### config.mk
export PLATFORM = sky130hd
export DESIGN_NAME = flappy_game_ctrl
export DESIGN_NICKNAME = d
export VERILOG_FILES = /design/src/rtl/flappy_pkg.sv /design/src/rtl/flappy_game_ctrl_btn_edge.sv /design/src/rtl/flappy_game_ctrl.sv
export SDC_FILE = /design/constraint.sdc
export NUM_CORES = 1
export LEC_CHECK = 0
export CAP_MARGIN = 20
export CORE_UTILIZATION = 55
export DETAILED_ROUTE_END_ITERATION = 6
export DONT_BUFFER_PORTS = 1
export PLACE_DENSITY = 0.7
export SKIP_LAST_GASP = 1
export SLEW_MARGIN = 5
export SYNTH_ARGS = -nofsm -noshare
export SYNTH_HDL_FRONTEND = slang
export SYNTH_SLANG_ARGS = --single-unit
### constraint.sdc
create_clock -name clk -period 2.13 [get_ports clk]
set_input_delay 0.426 -clock clk [delete_from_list [all_inputs] [get_ports clk]]
set_output_delay 0.426 -clock clk [all_outputs]
set_load 0.05 [all_outputs]
### src/rtl/flappy_pkg.sv
`default_nettype none
// ============================================================================
// flappy_pkg : game state encoding, collision geometry and BCD digit width
// Revision   : 1.0
// ============================================================================
package flappy_pkg;

  typedef enum logic [1:0] {
    ST_LOST   = 2'd0,
    ST_READY  = 2'd1,
    ST_PLAY   = 2'd2,
    ST_PAUSED = 2'd3
  } game_state_t;

  // Screen-space geometry; all collision arithmetic is 12-bit signed.
  localparam logic signed [11:0] c_pipe_left_base = 12'sd439;
  localparam logic signed [11:0] c_cy_base        = 12'sd480;
  localparam logic signed [11:0] c_bird_left      = 12'sd244;
  localparam logic signed [11:0] c_bird_right     = 12'sd284;
  localparam logic signed [11:0] c_pipe_width     = 12'sd50;
  localparam logic signed [11:0] c_bird_half      = 12'sd20;
  localparam logic signed [11:0] c_gap_top        = 12'sd75;
  localparam logic signed [11:0] c_gap_bottom     = 12'sd215;

  localparam int BCD_W = 4;

endpackage
`default_nettype wire

### src/rtl/flappy_game_ctrl_btn_edge.sv
`default_nettype none
// ============================================================================
// btn_edge : two-flop synchroniser followed by a rising-edge detector
// Revision : 1.0
// ============================================================================
module btn_edge (
  input  logic clk,
  input  logic rst_n,
  input  logic btn,
  output logic rise
);

  logic [1:0] r_sync;
  logic       r_prev;

  always_ff @(posedge clk or negedge rst_n) begin
    if (!rst_n) begin
      r_sync <= 2'b00;
      r_prev <= 1'b0;
    end else begin
      r_sync <= {r_sync[0], btn};
      r_prev <= r_sync[1];
    end
  end

  assign rise = r_sync[1] & ~r_prev;

endmodule
`default_nettype wire

### src/rtl/flappy_game_ctrl.sv
`default_nettype none
// ============================================================================
// flappy_game_ctrl : game state machine, pipe scrolling, collision and score
// Revision         : 1.0
// ============================================================================
module flappy_game_ctrl
  import flappy_pkg::*;
#(
  parameter int NUM_PIPES    = 2,
  parameter int PIPE_TRAVEL  = 345,
  parameter int SCORE_DIGITS = 2,
  parameter int INIT_GAP     = 100
) (
  input  logic                            clk,
  input  logic                            clr,
  input  logic                            tick,
  input  logic                            jump_btn,
  input  logic                            pause_btn,
  input  logic                            rst_btn,
  input  logic [10:0]                     bird_y,
  input  logic [7:0]                      rand_gap,
  output logic [1:0]                      state,
  output logic [9:0]                      pipe_pos,
  output logic [8*NUM_PIPES-1:0]          pipe_gap,
  output logic [BCD_W*SCORE_DIGITS-1:0]   score,
  output logic [BCD_W*SCORE_DIGITS-1:0]   high_score,
  output logic                            bird_run,
  output logic                            hit
);

  localparam int          SW         = BCD_W * SCORE_DIGITS;
  localparam logic [9:0]  c_travel   = 10'(PIPE_TRAVEL);
  localparam logic [7:0]  c_init_gap = 8'(INIT_GAP);

  // Reset asserts immediately but releases only on a clock edge.
  logic [1:0] r_rst_sync;
  logic       w_rst_n;

  always_ff @(posedge clk or negedge clr) begin
    if (!clr) r_rst_sync <= 2'b00;
    else      r_rst_sync <= {r_rst_sync[0], 1'b1};
  end

  assign w_rst_n = r_rst_sync[1];

  logic w_jump, w_pause, w_rst;

  btn_edge u_jump  (.clk(clk), .rst_n(w_rst_n), .btn(jump_btn),  .rise(w_jump));
  btn_edge u_pause (.clk(clk), .rst_n(w_rst_n), .btn(pause_btn), .rise(w_pause));
  btn_edge u_rst   (.clk(clk), .rst_n(w_rst_n), .btn(rst_btn),   .rise(w_rst));

  game_state_t     r_state;
  logic [9:0]      r_pipe_pos;
  logic [7:0]      r_gap [NUM_PIPES];
  logic [SW-1:0]   r_score;
  logic [SW-1:0]   r_high;
  logic            r_bird_run;
  logic            r_hit;

  logic signed [11:0] w_pipe_left, w_cy, w_gap0;
  logic               w_h_overlap, w_v_hit, w_crash;

  assign w_pipe_left = c_pipe_left_base - $signed({2'b00, r_pipe_pos});
  assign w_cy        = c_cy_base - $signed({1'b0, bird_y});
  assign w_gap0      = $signed({4'b0000, r_gap[0]});
  assign w_h_overlap = (c_bird_right > w_pipe_left) && (c_bird_left < w_pipe_left + c_pipe_width);
  assign w_v_hit     = (w_cy - c_bird_half < w_gap0 + c_gap_top) ||
                       (w_cy + c_bird_half > w_gap0 + c_gap_bottom);
  assign w_crash     = (w_h_overlap && w_v_hit) || (bird_y == 11'd0);

  // BCD increment that holds at all nines.
  logic [SW-1:0] w_score_inc;
  logic          w_score_max;
  logic          w_carry;

  always_comb begin
    w_score_inc = r_score;
    w_score_max = 1'b1;
    w_carry     = 1'b1;
    for (int i = 0; i < SCORE_DIGITS; i++) begin
      if (r_score[BCD_W*i +: BCD_W] != 4'd9) w_score_max = 1'b0;
      if (w_carry) begin
        if (r_score[BCD_W*i +: BCD_W] == 4'd9) begin
          w_score_inc[BCD_W*i +: BCD_W] = 4'd0;
        end else begin
          w_score_inc[BCD_W*i +: BCD_W] = r_score[BCD_W*i +: BCD_W] + 4'd1;
          w_carry = 1'b0;
        end
      end
    end
    if (w_score_max) w_score_inc = r_score;
  end

  logic w_to_ready;
  assign w_to_ready = w_rst && ((r_state == ST_LOST) || (r_state == ST_PAUSED && !w_pause));

  always_ff @(posedge clk or negedge w_rst_n) begin
    if (!w_rst_n) begin
      r_state    <= ST_READY;
      r_pipe_pos <= '0;
      r_score    <= '0;
      r_hit      <= 1'b0;
      r_bird_run <= 1'b1;
      for (int i = 0; i < NUM_PIPES; i++) r_gap[i] <= c_init_gap;
    end else begin
      r_hit <= 1'b0;
      if (w_to_ready) begin
        r_state    <= ST_READY;
        r_pipe_pos <= '0;
        r_score    <= '0;
        r_bird_run <= 1'b1;
        for (int i = 0; i < NUM_PIPES; i++) r_gap[i] <= c_init_gap;
      end else begin
        case (r_state)
          ST_READY: if (w_jump) r_state <= ST_PLAY;
          ST_PLAY: begin
            if (w_pause) begin
              r_state    <= ST_PAUSED;
              r_bird_run <= 1'b0;
            end else if (tick) begin
              // Collision is judged on the pre-move position and beats a wrap.
              if (w_crash) begin
                r_state    <= ST_LOST;
                r_hit      <= 1'b1;
                r_bird_run <= 1'b0;
              end else if (r_pipe_pos < c_travel) begin
                r_pipe_pos <= r_pipe_pos + 10'd1;
              end else begin
                r_pipe_pos <= '0;
                for (int i = 0; i < NUM_PIPES - 1; i++) r_gap[i] <= r_gap[i+1];
                r_gap[NUM_PIPES-1] <= rand_gap;
                r_score <= w_score_inc;
              end
            end
          end
          ST_PAUSED: begin
            if (w_pause) begin
              r_state    <= ST_PLAY;
              r_bird_run <= 1'b1;
            end
          end
          default: ;
        endcase
      end
    end
  end

  always_ff @(posedge clk or negedge w_rst_n) begin
    if (!w_rst_n)              r_high <= '0;
    else if (r_score > r_high) r_high <= r_score;
  end

  for (genvar i = 0; i < NUM_PIPES; i++) begin : g_gap
    assign pipe_gap[8*i +: 8] = r_gap[i];
  end

  assign state      = r_state;
  assign pipe_pos   = r_pipe_pos;
  assign score      = r_score;
  assign high_score = r_high;
  assign bird_run   = r_bird_run;
  assign hit        = r_hit;

endmodule
`default_nettype wire
==> results by group, run 1 <==
Run status
  • Status: finished with violations
  • Failing checks: setup timing

Flow run
  • Max-cap check violation count: 0

STA
  • Final Max Tran Viols: 0
  • Final Hold Fails: 0
  • Maximum clock rate: 261 MHz
  • Slew margin rel.: 0.241
  • Period utilisation layout: 1.80
  • Setup tns final: -60.13 ns
  • Setup repair after global routing missed its margin: yes
  • Final Skew: 0.00809 ns
  • PnR worst setup slack: -1.70 ns
  • Final min period: 3.83 ns
  • Worst-Margin Slew: 1.14 ns
  • Final Setup Violations: 44

Worst hold path
  • Hold crit path type: in -> reg

GRT
  • GRT Resource Usage Total: 0.288
  • First-pass GRT wire length: 19.5 mm
  • Initial antenna violation count: 0
  • Largest net degree at the start of global routing: 56
  • Number of global-route vias before repair: roughly 4200
  • Gr ovfl total: 0

Place
  • Placer Congestion: around 0.8
  • DPL Wire Length: 8.56 mm
  • Number of port buffers: 0
  • Pre-CTS WS: -2.09 ns

CTS
  • Max Root-Sink Buffers: 2
  • Sink Count: 57
  • TritonCTS buffer count: 9
  • CTS tree: done
  • H-tree lvl count: 3
  • CTS Root Cell: clkbuf_8
  • Reg clk slew, reported paths: 0.07 ns
  • Worst-Skew Late Latency: 0.35 ns

Power and ir drop
  • Net Switching: around 3400 uW
  • Peak VDD IR: 0.000990 V
  • Power Internal: 3910 uW
  • Comb pwr share: 0.599
  • Sw Ratio: 0.468
  • Cell Pwr Density: between 1000 and 1500 nW/um^2
  • Clock share of power: 0.140
  • Lkg Pwr: 0.00295 uW
  • Sequential group share of total power: 0.261

Drt
  • Antenna viol nets, final: 0
  • Initial DRC count: 398
  • Via density: 5.90
  • DRT Pass-1 Iters: 6
  • Met1 Routed Length: 5.18 mm
  • Detailed Route WL: ~13 mm
  • Per-cell routed wire length: 17.2 um
  • Met2 Wirelength: 6.54 mm
  • Routed wl met3: around 840 um
  • Total number of vias: ~4400
  • Max Used Layer: met4
  • Drc violations: 0

Layout
  • Layout Utilization: 0.810
  • Multi-input logic area: 3180 sq um
  • Storage cell area: 1440 sq um
  • Syn-to-layout area delta: 41.8%
  • Nets@finish: 703
  • Layout cells sized above 1: 0.393
  • ANT cells: 0
  • Fillers: 434

Logic synthesis
  • Async set-reset flop share out of synthesis: 1.00
  • Post-synthesis sequential area ratio: 0.324
  • Yosys top cell area share: 0.276
  • Synth area leaders: dfrtp_1 (28%), ha_1 (12%), dfstp_2 (4.7%), mux2i_1 (4.3%), xnor2_1 (4.1%)
  • Synthesized netlist net count: 571
  • Mapped Cells: a little over 500
  • Largest area contributor in the netlist: dfrtp_1
  • Warning count from the yosys run: 0
  • Cell area after synthesis: 4440 sq um
  • Synth cell types: 67
  • Syn_area_per_cell: 8.79 sq um
  • Main flop type after synthesis: dfrtp_1
  • Synthesized flop and latch total: between 50 and 60
  • Post-synth EDFFs: 0

Critical path
  • Most used cell, CP: a21oi_2
  • WP data arrival: between 4 and 5 ns
  • Cell breakdown of the critical path: inv_8, ha_4, buf_6, xnor2_4, ha_2, or2_4, a21oi_2, a21oi_2, xor2_1, ha_1, and4_4, a221o_1, o22ai_2, o21ai_2, o41ai_4, buf_4, nand3_4, or4_4, a21oi_2
  • Worst EP required: 2.41 ns
  • Worst path slowest cell: or4_4
  • CP endpoint kind: flop
  • Worst setup SP type: input port
  • CP Max Fanout: 5
  • Critical path's largest stage delay: around 0.52 ns
  • Critical setup path kind: in -> reg

Floorplanning
  • Initial Util: 0.572
  • Die Span Y: 91.8 um
  • Core Rows: 32
  • Die area: 8430 sq um
  • Core ar.: 7770 sq um
  • DIE WIDTH: between 90 and 100 um
  • I/O pins: 71
==> Yosys cell counts, drive strengths merged (6+ instances only) <==
cell type   n
o21a        6
clkbuf     16
xor2       12
buf        11
or2         6
a21oi      33
and2        6
nand3      15
ha         41
nor2b       9
dfstp       8
o21ai      35
inv        31
xnor2      21
nor3       12
a21o        6
nor2       41
dfrtp      49
nand2b     12
nand2      40
mux2i      19
==> cell type report <==
type	instances	area share
Clock buffer	13	0.0252
Clock inverter	3	0.00636
Inverter	31	0.0217
Multi-Input combinational cell	391	0.505
Sequential cell	57	0.229
Tap cell	102	0.0203
Timing Repair Buffer	147	0.192
==> cell usage in the layout (no fill, tap or decap), drive strengths merged, types with 3 or more instances in the layout <==
cell type / count
nor3: 12
nand3: 16
o22ai: 3
nand2: 40
a21o: 6
o31ai: 5
and3: 5
a31oi: 3
nand4: 5
and2: 6
mux2i: 19
nor4b: 3
nor2: 41
nand2b: 12
o21a: 6
a21oi: 33
o21ai: 35
inv: 31
a41oi: 4
mux2: 5
clkbuf: 13
o31a: 3
o211ai: 3
xor2: 12
buf: 146
dfstp: 8
dfrtp: 49
nor3b: 3
xnor2: 21
nor2b: 9
or2: 6
ha: 41
or4: 3
==> per-layer routing <==
metal,global-route usage,vias up
li1,-,2060
met1,0.359,2120
met2,0.494,177
met3,0.0614,29
met4,0.0964,0
met5,0,-
==> worst max-delay path: cells and delay by family <==
kind,cells,cell delay (ns)
compound gates,7,1.29
xor+xnor,2,0.27
fa+ha+maj,3,0.69
buf+inv,3,0.34
simple gates,4,1.08
==> logic make-up after synthesis <==
group,after synthesis,synth area share
and+or+nand+nor,168,0.200
xor gates and xnor gates,33,0.0693
other,1,0.000845
AOI/OAI and AO/OA,123,0.182
adders and majority gates,41,0.116
muxes,24,0.0555
buffers and inverters,58,0.0533
DFF,57,0.324
==> through the flow <==
stage,std cells,hold slack [ns],power (uW),instance area (sq um)
floorplan,505,0.130,4210,4550
global placement,711,0.130,5410,5520
detailed placement,711,0.130,5570,5520
CTS,740,0.102,6890,6020
global route,744,0.0898,7760,6290
finish,744,0.107,7350,6290
==> power by group through the flow <==
stage / clock network [uW] / logic, uW / registers, uW
6_report: 1030 / 4400 / 1910
5_1_grt: 1080 / 4720 / 1950
4_1_cts: 1030 / 3950 / 1900
3_5_place_dp: 0 / 3650 / 1920
3_3_place_gp: 0 / 3500 / 1910
2_1_floorplan: 0 / 1770 / 2440
==> what timing repair did <==
item / CTS / global route
setup endpoints to repair: 40 / 45
hold buffers: 1 / 0
gates cloned: 3 / 0
setup buffers: 9 / 7
endpoints found under the hold margin: 2 / 0
pin swaps: 18 / 31
resized for setup: 39 / 52
==> state kept, by name, summed over array words and instances, names as in the netlist, 2 cells and up <==
register	cells
pipe_pos	10
high_score	8
u_pause.r_sync	2
u_rst.r_sync	2
r_rst_sync	2
score	8
pipe_gap	16
u_jump.r_sync	2
state	2
==> path summary, 6_finish.rpt <==
kind | startpoint | end | slack (ns) | cells after the start
max in group asynchronous | r_rst_sync[1] | score[2] | 1.23 | 1
min in group asynchronous | clr | r_rst_sync[0] | 0.30 | 1
worst max register to register | pipe_gap[0] | score[6] | -1.69 | 16
worst min-delay path | pause_btn | u_pause.r_sync[0] | 0.11 | 0
worst max-delay path | bird_y[0] | score[6] | -1.70 | 19
worst min register to register | u_rst.r_sync[0] | u_rst.r_sync[1] | 0.35 | 0
(Power assumes the default switching activity.)
==> run 2, diff against run 1 <==
--- a/config.mk
+++ b/config.mk
@@ -6,10 +6,9 @@
 export NUM_CORES = 1
 export LEC_CHECK = 0
 export CAP_MARGIN = 20
-export CORE_UTILIZATION = 55
+export CORE_UTILIZATION = 40
 export DETAILED_ROUTE_END_ITERATION = 6
 export DONT_BUFFER_PORTS = 1
-export PLACE_DENSITY = 0.7
 export SKIP_LAST_GASP = 1
 export SLEW_MARGIN = 5
 export SYNTH_ARGS = -nofsm -noshare
==> run 2 against run 1 <==
Combinational power fell by 10%. Global-route usage fell by 8.3 points. Non-clock buffer count fell by 8. Critical path type is now reg -> reg. The flow still finishes with violations (setup timing). Worst setup slack improved by 0.063 ns. Sequential cell count did not move. Sequential power barely moved.
==> results by group, run 2 (same netlist as run 1, synthesis figures left out) <==
Run status
  • Status: finished with violations
  • Failing checks: setup timing

GRT
  • Initial antenna violation count: 0 (unchanged)
  • Number of global-route vias before repair: 4019 (-3.4%)
  • Gr ovfl total: 0 (unchanged)
  • GR peak layer: met2
  • GRT Resource Usage Total: 0.205 (-0.0835)
  • First-pass GRT wire length: 18.5 mm (-4.7%)
  • Met1 Use GR: 0.244 (-0.114)
  • Grt met3 use: 0.0502 (-0.0111)
  • GR met2 Demand/Resource: 0.358 (-0.137)
  • Largest net degree at the start of global routing: 27 (-52%)

Critical path
  • Critical path's top delay family: compound AO/OA/AOI/OAI gates
  • CP Max Fanout: 6 (+1)
  • Critical setup path kind: reg -> reg
  • Worst setup SP type: flop
  • Worst R2R Path Depth: 14 (-2)
  • Cell breakdown of the critical path: buf_4, o31a_1, o21a_1, or2_2, ha_1, and4_1, a221o_1, o22ai_2, o21ai_2, o41ai_4, nand3_2, buf_6, or4_1, a21oi_1
  • Internal reg-to-reg setup slack: -1.64 ns (+0.05 ns)
  • Critical path's largest stage delay: 0.42 ns (-0.10 ns)
  • WP data arrival: 4.03 ns (-0.08 ns)
  • Worst path slowest cell: dfrtp_1
  • CP endpoint kind: flop
  • Buffers & Inverters on Critical Path: 2 (-1)
  • Worst EP required: 2.40 ns (about the same)
  • Stages on worst setup path: 14 (-5)

Floorplanning
  • Initial Util: 0.410 (-0.162)
  • Die Span Y: 107 um (+17%)
  • Die area: 11500 sq um (+37%)
  • DIE WIDTH: 107 um (+17%)
  • Core Rows: 38 (+19%)
  • Core ar.: 10800 sq um (+40%)
  • I/O pins: 71 (unchanged)

Flow run
  • Max-cap check violation count: 0 (unchanged)

Layout
  • Syn-to-layout area delta: 36.0%
  • Nets@finish: 694 (-1.3%)
  • Max FFs per register: 16 (unchanged)
  • Layout cells sized above 1: 0.352 (-0.0402)
  • Layout Utilization: 0.557 (-0.254)
  • Commonest non-fill, non-tap cells in the layout: buf_4 (131), dfrtp_1 (44), nor2_1 (40)
  • ANT cells: 0 (unchanged)
  • Commonest non-fill, non-tap cell in the layout: buf_4

Power and ir drop
  • Lkg Pwr: 0.00287 uW (-2.6%)
  • Cell Pwr Density: 1110 nW/um^2 (-4.8%)
  • Peak VDD IR: 0.000653 V (-34%)

Drt
  • Detailed Route WL: 11.5 mm (-10%)
  • Initial DRC count: 198 (-50%)
  • Antenna viol nets, final: 0 (unchanged)
  • DRT Pass-1 Iters: 4 (-2)
  • Via density: 5.25 (-11%)
  • Total number of vias: 4062 (-7.4%)
  • Drc violations: 0 (unchanged)
  • Per-cell routed wire length: 14.9 um (-14%)

CTS
  • H-tree lvl count: 3 (unchanged)
  • CTS tree: done
  • CTS Root Cell: clkbuf_8
  • Reg clk slew, reported paths: 0.06 ns (about the same)
  • Max Root-Sink Buffers: 2 (unchanged)
  • Worst-Skew Late Latency: 0.34 ns (about the same)
  • TritonCTS buffer count: 9 (unchanged)
  • Sink Count: 57 (unchanged)

STA
  • Maximum clock rate: 266 MHz (+1.7%)
  • Final min period: 3.77 ns (-0.0632 ns)
  • Final Skew: 0.0121 ns (+0.00403 ns)
  • Setup repair after global routing missed its margin: yes
  • Period utilisation layout: 1.77 (-0.0297)
  • Final Max Tran Viols: 0 (unchanged)
  • Worst-Margin Slew: 0.549 ns (-0.587 ns)
  • PnR worst setup slack: -1.64 ns (+0.0632 ns)
  • Setup tns final: -57.02 ns (+3.12 ns)
  • Final Setup Violations: 38 (-14%)
  • Final Hold Fails: 0 (unchanged)
  • Slew margin rel.: 0.633 (+0.392)

Place
  • Placer Congestion: 0.864 (+5.8%)
  • DPL Wire Length: 8.69 mm (+1.6%)
  • Number of port buffers: 0 (unchanged)

Worst hold path
  • Hold Path Depth: 0 (unchanged)
  • Hold crit path type: in -> reg
## run 2: cell count changes in the layout (fill, tap and decap cells not counted), sizes merged
cell	change
bufinv	-1
clkinv	-2
clkbuf	+3
buf	-8
nand3	-1
## run 2: worst reg2reg max path, delay by kind of cell, from the launching register on
kind | cells | cell delay, ns
adders and majority gates | 1 | 0.27
buffers and inverters | 2 | 0.34
and+or+nand+nor | 4 | 1.13
DFF | 1 | 0.42
AOI/OAI and AO/OA | 7 | 1.56
## run 2: final timing paths
path | from | end
worst max-delay path | pipe_gap[0] | score[6]
worst min-delay path | pause_btn | u_pause.r_sync[0]
worst max register to register | pipe_gap[0] | score[6]
worst min register to register | r_rst_sync[1] | score[7]
max in group asynchronous | r_rst_sync[1] | pipe_gap[13]
min in group asynchronous | r_rst_sync[1] | score[7]
## run 2: power by group
group	switching (uW)	leakage, uW	internal, uW	total, uW
sequential	526	0.000717	1370	1890
combinational	2200	0.00207	1740	3940
clock	408	0.0000790	457	865
total	3140	0.00287	3570	6700
## run 2: timing repair
action | 4_1_cts | 5_1_grt
resized for setup | 27 | 31
endpoints found under the setup margin | 38 | 42
hold buffers | 1 | 0
endpoints found under the hold margin | 2 | 0
pin swaps | 20 | 8
setup buffers | 8 | 4
## run 2: layer usage
metal | wire length [um] | vias to the layer above
met5 | 0 | -
met4 | 206 | 0
met3 | 556 | 21
met2 | 5750 | 80
met1 | 4980 | 1925
li1 | - | 2036
## run 2: through the flow
step	power (uW)	hold slack [ns]	worst slack, ns	cells	instance area, sq um
after floorplan	4210	0.130	-2.05	505	4550
after global placement	5340	0.130	-1.97	745	5540
after detailed placement	5440	0.130	-2.12	745	5540
after CTS	6460	0.0837	-1.65	770	5880
after global routing	7190	0.0849	-1.81	773	6040
final	6700	0.112	-1.64	773	6040
## run 2: final cells by class
cell class | count | area, sq um
Timing Repair Buffer | 139 | 1080
Tap cell | 140 | 175
Sequential cell | 57 | 1440
Inverter | 31 | 136
Clock buffer | 16 | 160
Fill cell | 971 | 4800
Multi-Input combinational cell | 390 | 3040
==> run 3, diff against run 2 <==
--- a/config.mk
+++ b/config.mk
@@ -6,6 +6,7 @@
 export NUM_CORES = 1
 export LEC_CHECK = 0
 export CAP_MARGIN = 20
+export CORE_MARGIN = 1.5
 export CORE_UTILIZATION = 40
 export DETAILED_ROUTE_END_ITERATION = 6
 export DONT_BUFFER_PORTS = 1
==> run 3 against run 2 <==
The flow still finishes with violations (setup timing). Clock power is 6.9% higher. Fmax fell by 2.1%. Sequential power is essentially flat. Non-clock buffer count rose by 4. Global-route usage grew 0.39 points. Sequential share of layout area shrank 0.54 points. Worst setup slack worse by 0.080 ns. Final cell count grew 0.65%. Hold slack better by 0.0064 ns. Cell area grew 2.3%. Die area rose by 1.9%. Critical path depth is 4 higher.
==> results by group, run 3 (same netlist as run 1, synthesis figures left out) <==
Run status
  • Failing checks: setup timing
  • Status: finished with violations

Power and ir drop
  • Cell Pwr Density: 1110 nW/um^2 (about the same)
  • Peak VDD IR: 0.000872 V (+33%)
  • Lkg Pwr: 0.00294 uW (+2.4%)
  • Pwr Total: 6860 uW (+2.4%)

Floorplanning
  • DIE WIDTH: 108 um (+0.93%)
  • I/O pins: 71 (unchanged)
  • Core Rows: 38 (unchanged)
  • Core ar.: 10800 sq um (unchanged)
  • Die Span Y: 108 um (+0.93%)
  • Initial Util: 0.410 (unchanged)
  • Die area: 11700 sq um (+1.9%)

Layout
  • ANT cells: 0 (unchanged)
  • Max FFs per register: 16 (unchanged)
  • Nets@finish: 699 (+0.72%)
  • Non-filler instance count after layout: 778 (+0.65%)
  • Final instance area: 6180 sq um (+2.3%)
  • Layout cells sized above 1: 0.368 (+0.0160)
  • Commonest non-fill, non-tap cell in the layout: buf_4
  • Commonest non-fill, non-tap cells in the layout: buf_4 (134), dfrtp_1 (44), nor2_1 (40)
  • Syn-to-layout area delta: 39.1%

Worst hold path
  • Hold Path Depth: 0 (unchanged)
  • Hold crit path type: in -> reg

Flow run
  • Max-cap check violation count: 0 (unchanged)

STA
  • Slew margin rel.: 0.336 (-0.297)
  • Final min period: 3.85 ns (+0.0801 ns)
  • Setup repair after global routing missed its margin: yes
  • Maximum clock rate: 260 MHz (-2.1%)
  • Setup tns final: -58.81 ns (-1.80 ns)
  • Final Skew: 0.00793 ns (-0.00419 ns)
  • Fin Hold WS: 0.119 ns (+0.00643 ns)
  • Final Hold Fails: 0 (unchanged)
  • Worst-Margin Slew: 0.993 ns (+0.445 ns)
  • PnR worst setup slack: -1.72 ns (-0.0801 ns)
  • Final Setup Violations: 38 (unchanged)
  • Period utilisation layout: 1.81 (+0.0376)
  • Final Max Tran Viols: 0 (unchanged)

Drt
  • Antenna viol nets, final: 0 (unchanged)
  • Drc violations: 0 (unchanged)
  • DRT Pass-1 Iters: 4 (unchanged)
  • Per-cell routed wire length: 15.3 um (+2.7%)
  • Detailed Route WL: 11.9 mm (+3.3%)
  • Via density: 5.32 (+1.3%)
  • Initial DRC count: 215 (+8.6%)
  • Total number of vias: 4141 (+1.9%)

CTS
  • Reg clk slew, reported paths: 0.06 ns (about the same)
  • Max Root-Sink Buffers: 2 (unchanged)
  • CTS tree: done
  • CTS Root Cell: clkbuf_8
  • Worst-Skew Late Latency: 0.33 ns (about the same)
  • Sink Count: 57 (unchanged)
  • H-tree lvl count: 3 (unchanged)
  • TritonCTS buffer count: 9 (unchanged)

Critical path
  • Worst EP required: 2.39 ns (about the same)
  • Critical path's largest stage delay: 0.58 ns (+0.16 ns)
  • Worst setup SP type: input port
  • Critical setup path kind: in -> reg
  • Worst R2R Path Depth: 16 (+2)
  • Worst path slowest cell: or4b_4
  • CP Max Fanout: 5 (-1)
  • WP data arrival: 4.11 ns (+0.08 ns)
  • Cell breakdown of the critical path: inv_12, ha_4, or4b_4, buf_4, nand4_4, o22ai_1, nand2_1, xnor2_1, ha_1, and4_1, a221o_1, o22ai_2, o21ai_2, o41ai_4, buf_4, nand3_4, or4b_4, a21oi_2
  • CP endpoint kind: flop

GRT
  • Gr ovfl total: 0 (unchanged)
  • Number of global-route vias before repair: 4175 (+3.9%)
  • First-pass GRT wire length: 19.5 mm (+5.3%)
  • Largest net degree at the start of global routing: 34 (+26%)
  • Initial antenna violation count: 0 (unchanged)
  • GRT Resource Usage Total: 0.208 (+0.00387)

Place
  • DPL Wire Length: 8.86 mm (+1.9%)
  • Placed cell count: 749 (+0.54%)
  • Dpl cell area: 5570 sq um (+0.54%)
  • Number of port buffers: 0 (unchanged)
  • Placer Congestion: 0.864 (about the same)
-- run 3: changes by cell type in the layout (fill, tap and decap cells not counted), moves of 2 or more --
cell      before  now
clkbuf_1       6    1
nand3_4        0    2
buf_4        131  134
clkinv_2       0    3
nor3_2         3    1
clkbuf_8      10   12
-- run 3: metrics by stage --
stage                     utilization  setup WS [ns]
after floorplan                     -          -2.05
after global placement          0.514          -1.97
after detailed placement        0.514          -2.05
after CTS                       0.549          -1.66
after global routing            0.570          -1.83
final                           0.570          -1.72
-- run 3: final timing paths --
kind	startpoint	endpoint	slack (ns)
setup / recovery	bird_y[1]	score[5]	-1.72
hold / removal	rst_btn	u_rst.r_sync[0]	0.12
setup reg to reg	pipe_gap[0]	score[5]	-1.67
hold reg to reg	r_rst_sync[1]	u_rst.r_prev	0.25
max in group asynchronous	r_rst_sync[1]	pipe_gap[13]	1.26
min in group asynchronous	r_rst_sync[1]	u_rst.r_prev	0.25
-- run 3: report_power, final --
group / internal [uW] / switching, uW
registers: 1370 / 525
logic: 1800 / 2250
clock network: 512 / 414
total: 3680 / 3190
-- run 3: layer usage --
metal  track usage  vias up  part of all wire
li1              -     2051                 -
met1         0.263     1997              0.44
met2         0.357       76              0.50
met3        0.0482       17             0.046
met4        0.0564        0             0.014
met5             0        -                 0
-- run 3: area by class of cell --
type | instances | area, sq um
well taps | 140 | 175
inverters | 31 | 136
clock inverters | 3 | 15.0
flip-flops and latches | 57 | 1440
clock buffers | 13 | 169
multi-input cells | 391 | 3090
fillers | 970 | 4660
repair buffers | 143 | 1150
-- run 3: repair_timing --
item / in CTS / in global routing
setup buffers: 5 / 5
hold endpoints to repair: 2 / 0
resized for setup: 26 / 37
endpoints found under the setup margin: 40 / 44
pin swaps: 10 / 23
cloned: 2 / 1
hold buffers: 1 / 0
-- run 3: critical path, delay by kind of cell --
| kind | cells | cell delay (ns) |
|---|---|---|
| AOI/OAI and AO/OA | 6 | 1.19 |
| xor gates and xnor gates | 1 | 0.12 |
| adders and majority gates | 2 | 0.40 |
| buffers and inverters | 3 | 0.40 |
| and+or+nand+nor | 6 | 1.58 |
